[config.mk]
export PLATFORM = sky130hd
export DESIGN_NAME = dly_line_prog
export DESIGN_NICKNAME = d
export VERILOG_FILES = /design/src/rtl/dly_line_prog_pkg.sv /design/src/rtl/dly_ch_slice.sv /design/src/rtl/dly_line_prog.sv
export VERILOG_INCLUDE_DIRS = /design/src /design/src/rtl
export SDC_FILE = /design/constraint.sdc
export NUM_CORES = 1
export LEC_CHECK = 0
export ABC_AREA = 1
export ABC_CLOCK_PERIOD_IN_PS = 2100
export CORE_UTILIZATION = 61
export CTS_BUF_LIST = sky130_fd_sc_hd__clkbuf_8
export CTS_CLUSTER_DIAMETER = 100
export DETAILED_ROUTE_END_ITERATION = 8
export PLACE_DENSITY = 0.88
export SLEW_MARGIN = 10
export SYNTH_ARGS = -nofsm -noshare
export SYNTH_HDL_FRONTEND = slang
export SYNTH_HIERARCHICAL = 1
export SYNTH_SLANG_ARGS = --single-unit
[constraint.sdc]
create_clock -name clk_i -period 2.1 [get_ports clk_i]
set_input_delay 0.63 -clock clk_i [delete_from_list [all_inputs] [get_ports clk_i]]
set_output_delay 0.63 -clock clk_i [all_outputs]
set_load 0.02 [all_outputs]
[src/rtl/dly_defines.vh]
// ============================================================================
// dly_defines.vh : shared defaults and channel FSM state encodings for the
//                  programmable delay line.
// Revision: 1.0 - initial release
// ============================================================================
`ifndef DLY_DEFINES_VH
`define DLY_DEFINES_VH

`define DLY_DEF_DLY 4
`define DLY_MAX_DLY 8
`define DLY_ST_FILL 1'b0
`define DLY_ST_RUN  1'b1

`endif

[src/rtl/dly_line_prog_pkg.sv]
// ============================================================================
// dly_line_prog_pkg : shared types, defaults and helpers for dly_line_prog.
// Revision: 1.0 - initial release
// ============================================================================
`include "dly_defines.vh"
`default_nettype none

package dly_line_prog_pkg;

    localparam int C_DEF_DLY = `DLY_DEF_DLY;
    localparam int C_MAX_DLY = `DLY_MAX_DLY;

    typedef enum logic {
        ST_FILL = `DLY_ST_FILL,
        ST_RUN  = `DLY_ST_RUN
    } ch_state_e;

    // Index width that never collapses to zero for a single channel.
    function automatic int clog2_min1(input int n);
        return (n > 1) ? $clog2(n) : 1;
    endfunction

endpackage

`default_nettype wire

[src/rtl/dly_ch_slice.sv]
// ============================================================================
// dly_ch_slice : one delay channel - free-running shift register, tap mux,
//                programmed delay and fill-tracking FSM.
// Revision: 1.0 - initial release
// ============================================================================
`default_nettype none

module dly_ch_slice
    import dly_line_prog_pkg::*;
#(
    parameter int WIDTH   = 1,
    parameter int MAX_DLY = 8,
    parameter int DEF_DLY = 4,
    parameter int DLY_W   = 4
) (
    input  logic             clk,
    input  logic             rst,
    input  logic [WIDTH-1:0] i_din,
    input  logic             i_cfg_we,
    input  logic [DLY_W-1:0] i_cfg_dly,
    output logic [WIDTH-1:0] o_dout,
    output logic             o_vld
);

    localparam logic [DLY_W-1:0] C_DEF    = DLY_W'(DEF_DLY);
    localparam logic [DLY_W-1:0] C_MAX    = DLY_W'(MAX_DLY);
    localparam ch_state_e        C_RST_ST = (DEF_DLY <= 1) ? ST_RUN : ST_FILL;

    logic [WIDTH-1:0] r_stg [1:MAX_DLY];
    logic [DLY_W-1:0] r_dly;
    logic [DLY_W-1:0] r_cnt;
    logic [DLY_W-1:0] w_cnt_nxt;
    ch_state_e        r_state;
    ch_state_e        w_state_nxt;

    always_ff @(posedge clk) begin
        if (rst) begin
            for (int k = 1; k <= MAX_DLY; k++) begin
                r_stg[k] <= '0;
            end
        end else begin
            r_stg[1] <= i_din;
            for (int k = 2; k <= MAX_DLY; k++) begin
                r_stg[k] <= r_stg[k-1];
            end
        end
    end

    always_ff @(posedge clk) begin
        if (rst) begin
            r_dly   <= C_DEF;
            r_cnt   <= '0;
            r_state <= C_RST_ST;
        end else begin
            r_cnt   <= w_cnt_nxt;
            r_state <= w_state_nxt;
            if (i_cfg_we) begin
                r_dly <= i_cfg_dly;
            end
        end
    end

    // The flag must already be high in the (dly)th cycle after the restart,
    // so the FSM leaves FILL one count before the counter reaches dly.
    always_comb begin
        w_state_nxt = r_state;
        w_cnt_nxt   = r_cnt;
        if (i_cfg_we) begin
            w_cnt_nxt   = '0;
            w_state_nxt = (i_cfg_dly <= DLY_W'(1)) ? ST_RUN : ST_FILL;
        end else if (r_state == ST_FILL) begin
            if (r_cnt != C_MAX) begin
                w_cnt_nxt = r_cnt + 1'b1;
            end
            if (({1'b0, r_cnt} + (DLY_W+1)'(2)) == {1'b0, r_dly}) begin
                w_state_nxt = ST_RUN;
            end
        end
    end

    always_comb begin
        o_dout = i_din;
        for (int k = 1; k <= MAX_DLY; k++) begin
            if (r_dly == DLY_W'(k)) begin
                o_dout = r_stg[k];
            end
        end
    end

    assign o_vld = (r_state == ST_RUN);

endmodule

`default_nettype wire

[src/rtl/dly_line_prog.sv]
// ============================================================================
// dly_line_prog : multi-channel programmable delay line with a valid/ready
//                 config port for per-channel delay selection.
// Revision: 1.0 - initial release
// ============================================================================
`default_nettype none

module dly_line_prog
    import dly_line_prog_pkg::*;
#(
    parameter int NUM_CH  = 4,
    parameter int WIDTH   = 1,
    parameter int MAX_DLY = C_MAX_DLY,
    parameter int DEF_DLY = C_DEF_DLY,
    localparam int CH_W   = clog2_min1(NUM_CH),
    localparam int DLY_W  = $clog2(MAX_DLY + 1)
) (
    input  logic                    clk_i,
    input  logic                    rst_i,
    input  logic [NUM_CH*WIDTH-1:0] dly_i,
    output logic [NUM_CH*WIDTH-1:0] dly_o,
    output logic [NUM_CH-1:0]       dly_vld_o,
    input  logic                    cfg_vld_i,
    output logic                    cfg_rdy_o,
    input  logic [CH_W-1:0]         cfg_ch_i,
    input  logic [DLY_W-1:0]        cfg_dly_i,
    output logic                    cfg_err_o
);

    localparam logic [CH_W:0]    C_NUM_CH = (CH_W+1)'(NUM_CH);
    localparam logic [DLY_W-1:0] C_MAX    = DLY_W'(MAX_DLY);

    logic              r_rdy;
    logic              r_err;
    logic              w_xfer;
    logic              w_legal;
    logic [NUM_CH-1:0] w_we;

    assign w_xfer  = cfg_vld_i && r_rdy;
    assign w_legal = ({1'b0, cfg_ch_i} < C_NUM_CH) && (cfg_dly_i <= C_MAX);

    // Ready drops for one cycle after every transfer, legal or not.
    always_ff @(posedge clk_i) begin
        if (rst_i) begin
            r_rdy <= 1'b0;
            r_err <= 1'b0;
        end else begin
            r_rdy <= !w_xfer;
            r_err <= w_xfer && !w_legal;
        end
    end

    assign cfg_rdy_o = r_rdy;
    assign cfg_err_o = r_err;

    for (genvar c = 0; c < NUM_CH; c++) begin : g_ch
        assign w_we[c] = w_xfer && w_legal && (cfg_ch_i == CH_W'(c));

        dly_ch_slice #(
            .WIDTH   (WIDTH),
            .MAX_DLY (MAX_DLY),
            .DEF_DLY (DEF_DLY),
            .DLY_W   (DLY_W)
        ) u_slice (
            .clk       (clk_i),
            .rst       (rst_i),
            .i_din     (dly_i[c*WIDTH +: WIDTH]),
            .i_cfg_we  (w_we[c]),
            .i_cfg_dly (cfg_dly_i),
            .o_dout    (dly_o[c*WIDTH +: WIDTH]),
            .o_vld     (dly_vld_o[c])
        );
    end

endmodule

`default_nettype wire

==> flow_summary.toml <==
[run_status]
status = "finished, violations left"
violations = "setup timing"

[yosys]
ys.flop_type = "dfxtp_1"
ys_warn_count = 6
netlist_instances = 490
synth_top_cell_area_share = 0.395
synth_area_leader_cell = "dfxtp_1"
synth-seq-cells = 70
synthesis.nets = 515
ys_async_sr_fraction = 0
synth_area_um2 = 3550
synthTopCellsByArea = "dfxtp_1, inv_1, nand2_1, nor2_1, nand3_1"
synth_edf_count = 0
synth_cell_types = 26
ys_seq_area_frac = 0.395
syn-mean-instance-area_um2 = 7.24

[sta]
finalSetupViolCount = 4
finalCriticalPeriod_ps = 2330
rsz0062_at_grt = "true"
whs_ps = 423
finClkSkew_ps = 7.39
finalCritPeriodShare = 1.11
finalMaxSlewViolations = 0
clock.fmax_ghz = 0.429
relSlewSlack = 0.662
hold_viol_final = 0
layout_setup_ws_ps = -233
max_slew.worst_pin.slew_ps = 505

[route]
vias_per_cell = 5.43
drc_errors = 0
drt_pass1_iterations = 5
drtAntennaViolNets = 0
wl_per_cell_um = 13.6
vias = 3552
routed_wl_um = 8870
first_iter_violations = 227

[setup_path]
cp-end-kind = "output pin"
reg2reg_depth = 5
crit_chain = "buf_4, nor4_2, buf_4, a41o_1, inv_1, nand2_1, nand2_1, buf_6"
cp_max_fo = 8
crit_path_start_kind = "flip-flop"
reg2reg_to = "g_ch[3].u_slice/o_vld"
critical_path_class = "flip-flop to output pin"
slowest_stage = "dfxtp_4"
reg2reg_slack_ps = 560
critPathArrivalTime_ps = 1700
cp.required_ps = 1470
max_stage_delay_ps = 390
r2r_start = "g_ch[3].u_slice/r_cnt[1]"

[die]
die_area_um2 = 6120
die_x_um = 78.3
num_rows = 27
start_util = 0.640
fp.dieH_um = 78.3
core_um2 = 5540
ioPinCount = 23

[global_route]
track_usage = 0.318
grt_start_max_net_pins = 17
grt_overflow = 0
grt_antenna_before_repair = 0
grt_pass1_wl_um = 15100
grt_pass1_vias = 3429

[final_layout]
layout-drive-gt1-share = 0.234
ff_latch_area_um2 = 1440
multi_input_comb_area_um2 = 1770
n_antenna_cell = 0
fillerInstances = 340
final_nets = 602
design_area_um2 = 4580
area_growth_pct = 29.2
final_core_util = 0.827

[placed_design]
dp_hpwl_um = 5600
routabilityCongestion = 0.854
place_area_um2 = 4210
io_buffers = 22

[clock_tree]
clock_sinks = 70
max-clock-path-buffers = 2
clk_pin_slew_worst_paths_ps = 70
root_buffer = "clkbuf_8"
htreeDepth = 3
cts_tree = "done"
clock_latency_ps = 350
cts_made_buffers = 9

[power_and_ir_drop]
p_leak_uw = 0.00210
p_per_area_nw_per_um2 = 806
ir_worst_vdd_mv = 0.672
finalPower_uw = 3700

[hold_path]
holdPathEnd = "g_ch[2].u_slice/r_stg[0][6]"
min_path_cells = 2
hp-class = "flip-flop to flip-flop"
min_from = "g_ch[2].u_slice/r_stg[0][5]"

[run]
cap_viol_max_count = 0
worst max path at each step:
| stage | from | depth (start not counted) | endpoint |
|---|---|---|---|
| global placement | dly_i[1] | 12 | dly_o[1] |
| global route | g_ch[2].u_slice/r_dly[1] | 13 | dly_o[2] |
| floorplan | dly_i[0] | 10 | dly_o[0] |
| detailed placement | dly_i[2] | 12 | dly_o[2] |
| finish | g_ch[2].u_slice/r_dly[1] | 8 | dly_o[2] |
| CTS | g_ch[2].u_slice/r_dly[1] | 13 | dly_o[2] |
cell usage in the layout, fill, tap and decap left out:
master / count
o21ai_1: 4
a31oi_1: 4
nor2_4: 13
nand3_1: 32
buf_4: 63
inv_4: 4
nor4_2: 3
dfxtp_2: 8
dlygate4sd2_1: 4
nor4_4: 1
o211ai_1: 8
nor3b_1: 4
nand2_1: 77
o21ai_0: 31
clkbuf_8: 11
nor2_1: 54
nand3_2: 5
inv_1: 84
clkinv_2: 3
a211oi_1: 4
o21ai_2: 1
a21oi_1: 24
xor2_1: 12
bufinv_16: 1
a41o_1: 4
nand2_2: 3
ha_1: 12
nor3_1: 20
dfxtp_4: 8
inv_2: 5
dfxtp_1: 54
buf_6: 7
clkdlybuf4s50_1: 14
critical path, delay by kind of cell (launching register included):
kind	cells	cell delay (ps)
flip-flops	1	390
buffers and inverters	4	480
AND/OR/NAND/NOR	3	400
AO/OA/AOI/OAI	1	90
cell type report:
cell class,instances,share of cell area
multi-input cells,316,0.386
clock inverters,5,0.0106
flip-flops and latches,70,0.314
repair buffers,88,0.159
well taps,72,0.0197
clock buffers,11,0.0330
inverters,92,0.0775
metrics by stage:
step	setup slack (ps)	TNS, ps	instances
6_report	-233	-673	654
5_1_grt	-325	-1160	654
4_1_cts	-164	-583	651
3_5_place_dp	-737	-2910	631
3_3_place_gp	-727	-2870	631
2_1_floorplan	302	0	490
sequential cells by signal (all words and copies together) (netlist names):
signal              flops
g_ch.u_slice/r_cnt     16
g_ch.u_slice/r_stg     32
cfg_rdy_o               1
g_ch.u_slice/r_dly     16
g_ch.u_slice/o_vld      4
cfg_err_o               1
cell usage after synthesis (4+ instances only):
library cell and n:
ha_1 12, a21oi_1 24, inv_4 4, nor3_1 20
buf_2 4, dfxtp_1 70, nand2_1 79, o211ai_1 8
nand3_1 33, nand3_2 4, a31oi_1 4, inv_1 83
nor3b_1 4, a41o_1 4, nor4_1 4, inv_2 5
nor2_2 4, o21ai_1 4, o21ai_0 32, xor2_1 12
buf_6 4, buf_4 4, nor2_1 55, a211oi_1 4
nor2_4 8
cells by family (layout without fill, tap and decap cells):
family                   after synthesis  count (layout)  synth area share
AO/OA/AOI/OAI                         80              80             0.128
XOR/XNOR                              12              12            0.0296
adder cells (fa/ha/maj)               12              12            0.0423
buffers and inverters                104             196             0.127
flip-flops                            70              70             0.395
AND/OR/NAND/NOR                      212             212             0.278
metal layers:
metal  track usage  routed length (um)  up-vias
li1              -                   -     1744
met1         0.348                3540     1640
met2         0.546                4410      123
met3        0.0756                 496       45
met4         0.215                 427        0
met5             0                   0        -
power breakdown:
part | internal (uW) | total [uW] | switching [uW]
logic | 408 | 964 | 556
registers | 1460 | 1630 | 172
clock network | 603 | 1100 | 498
total | 2470 | 3700 | 1230
timing repair:
item                       4_1_cts  5_1_grt
setup buffers                    4        3
setup endpoints to repair        4        4
hold buffers                     0        0
pin swaps                        7        9
resized for setup               62        9
Power figures use the tool's default switching activity.
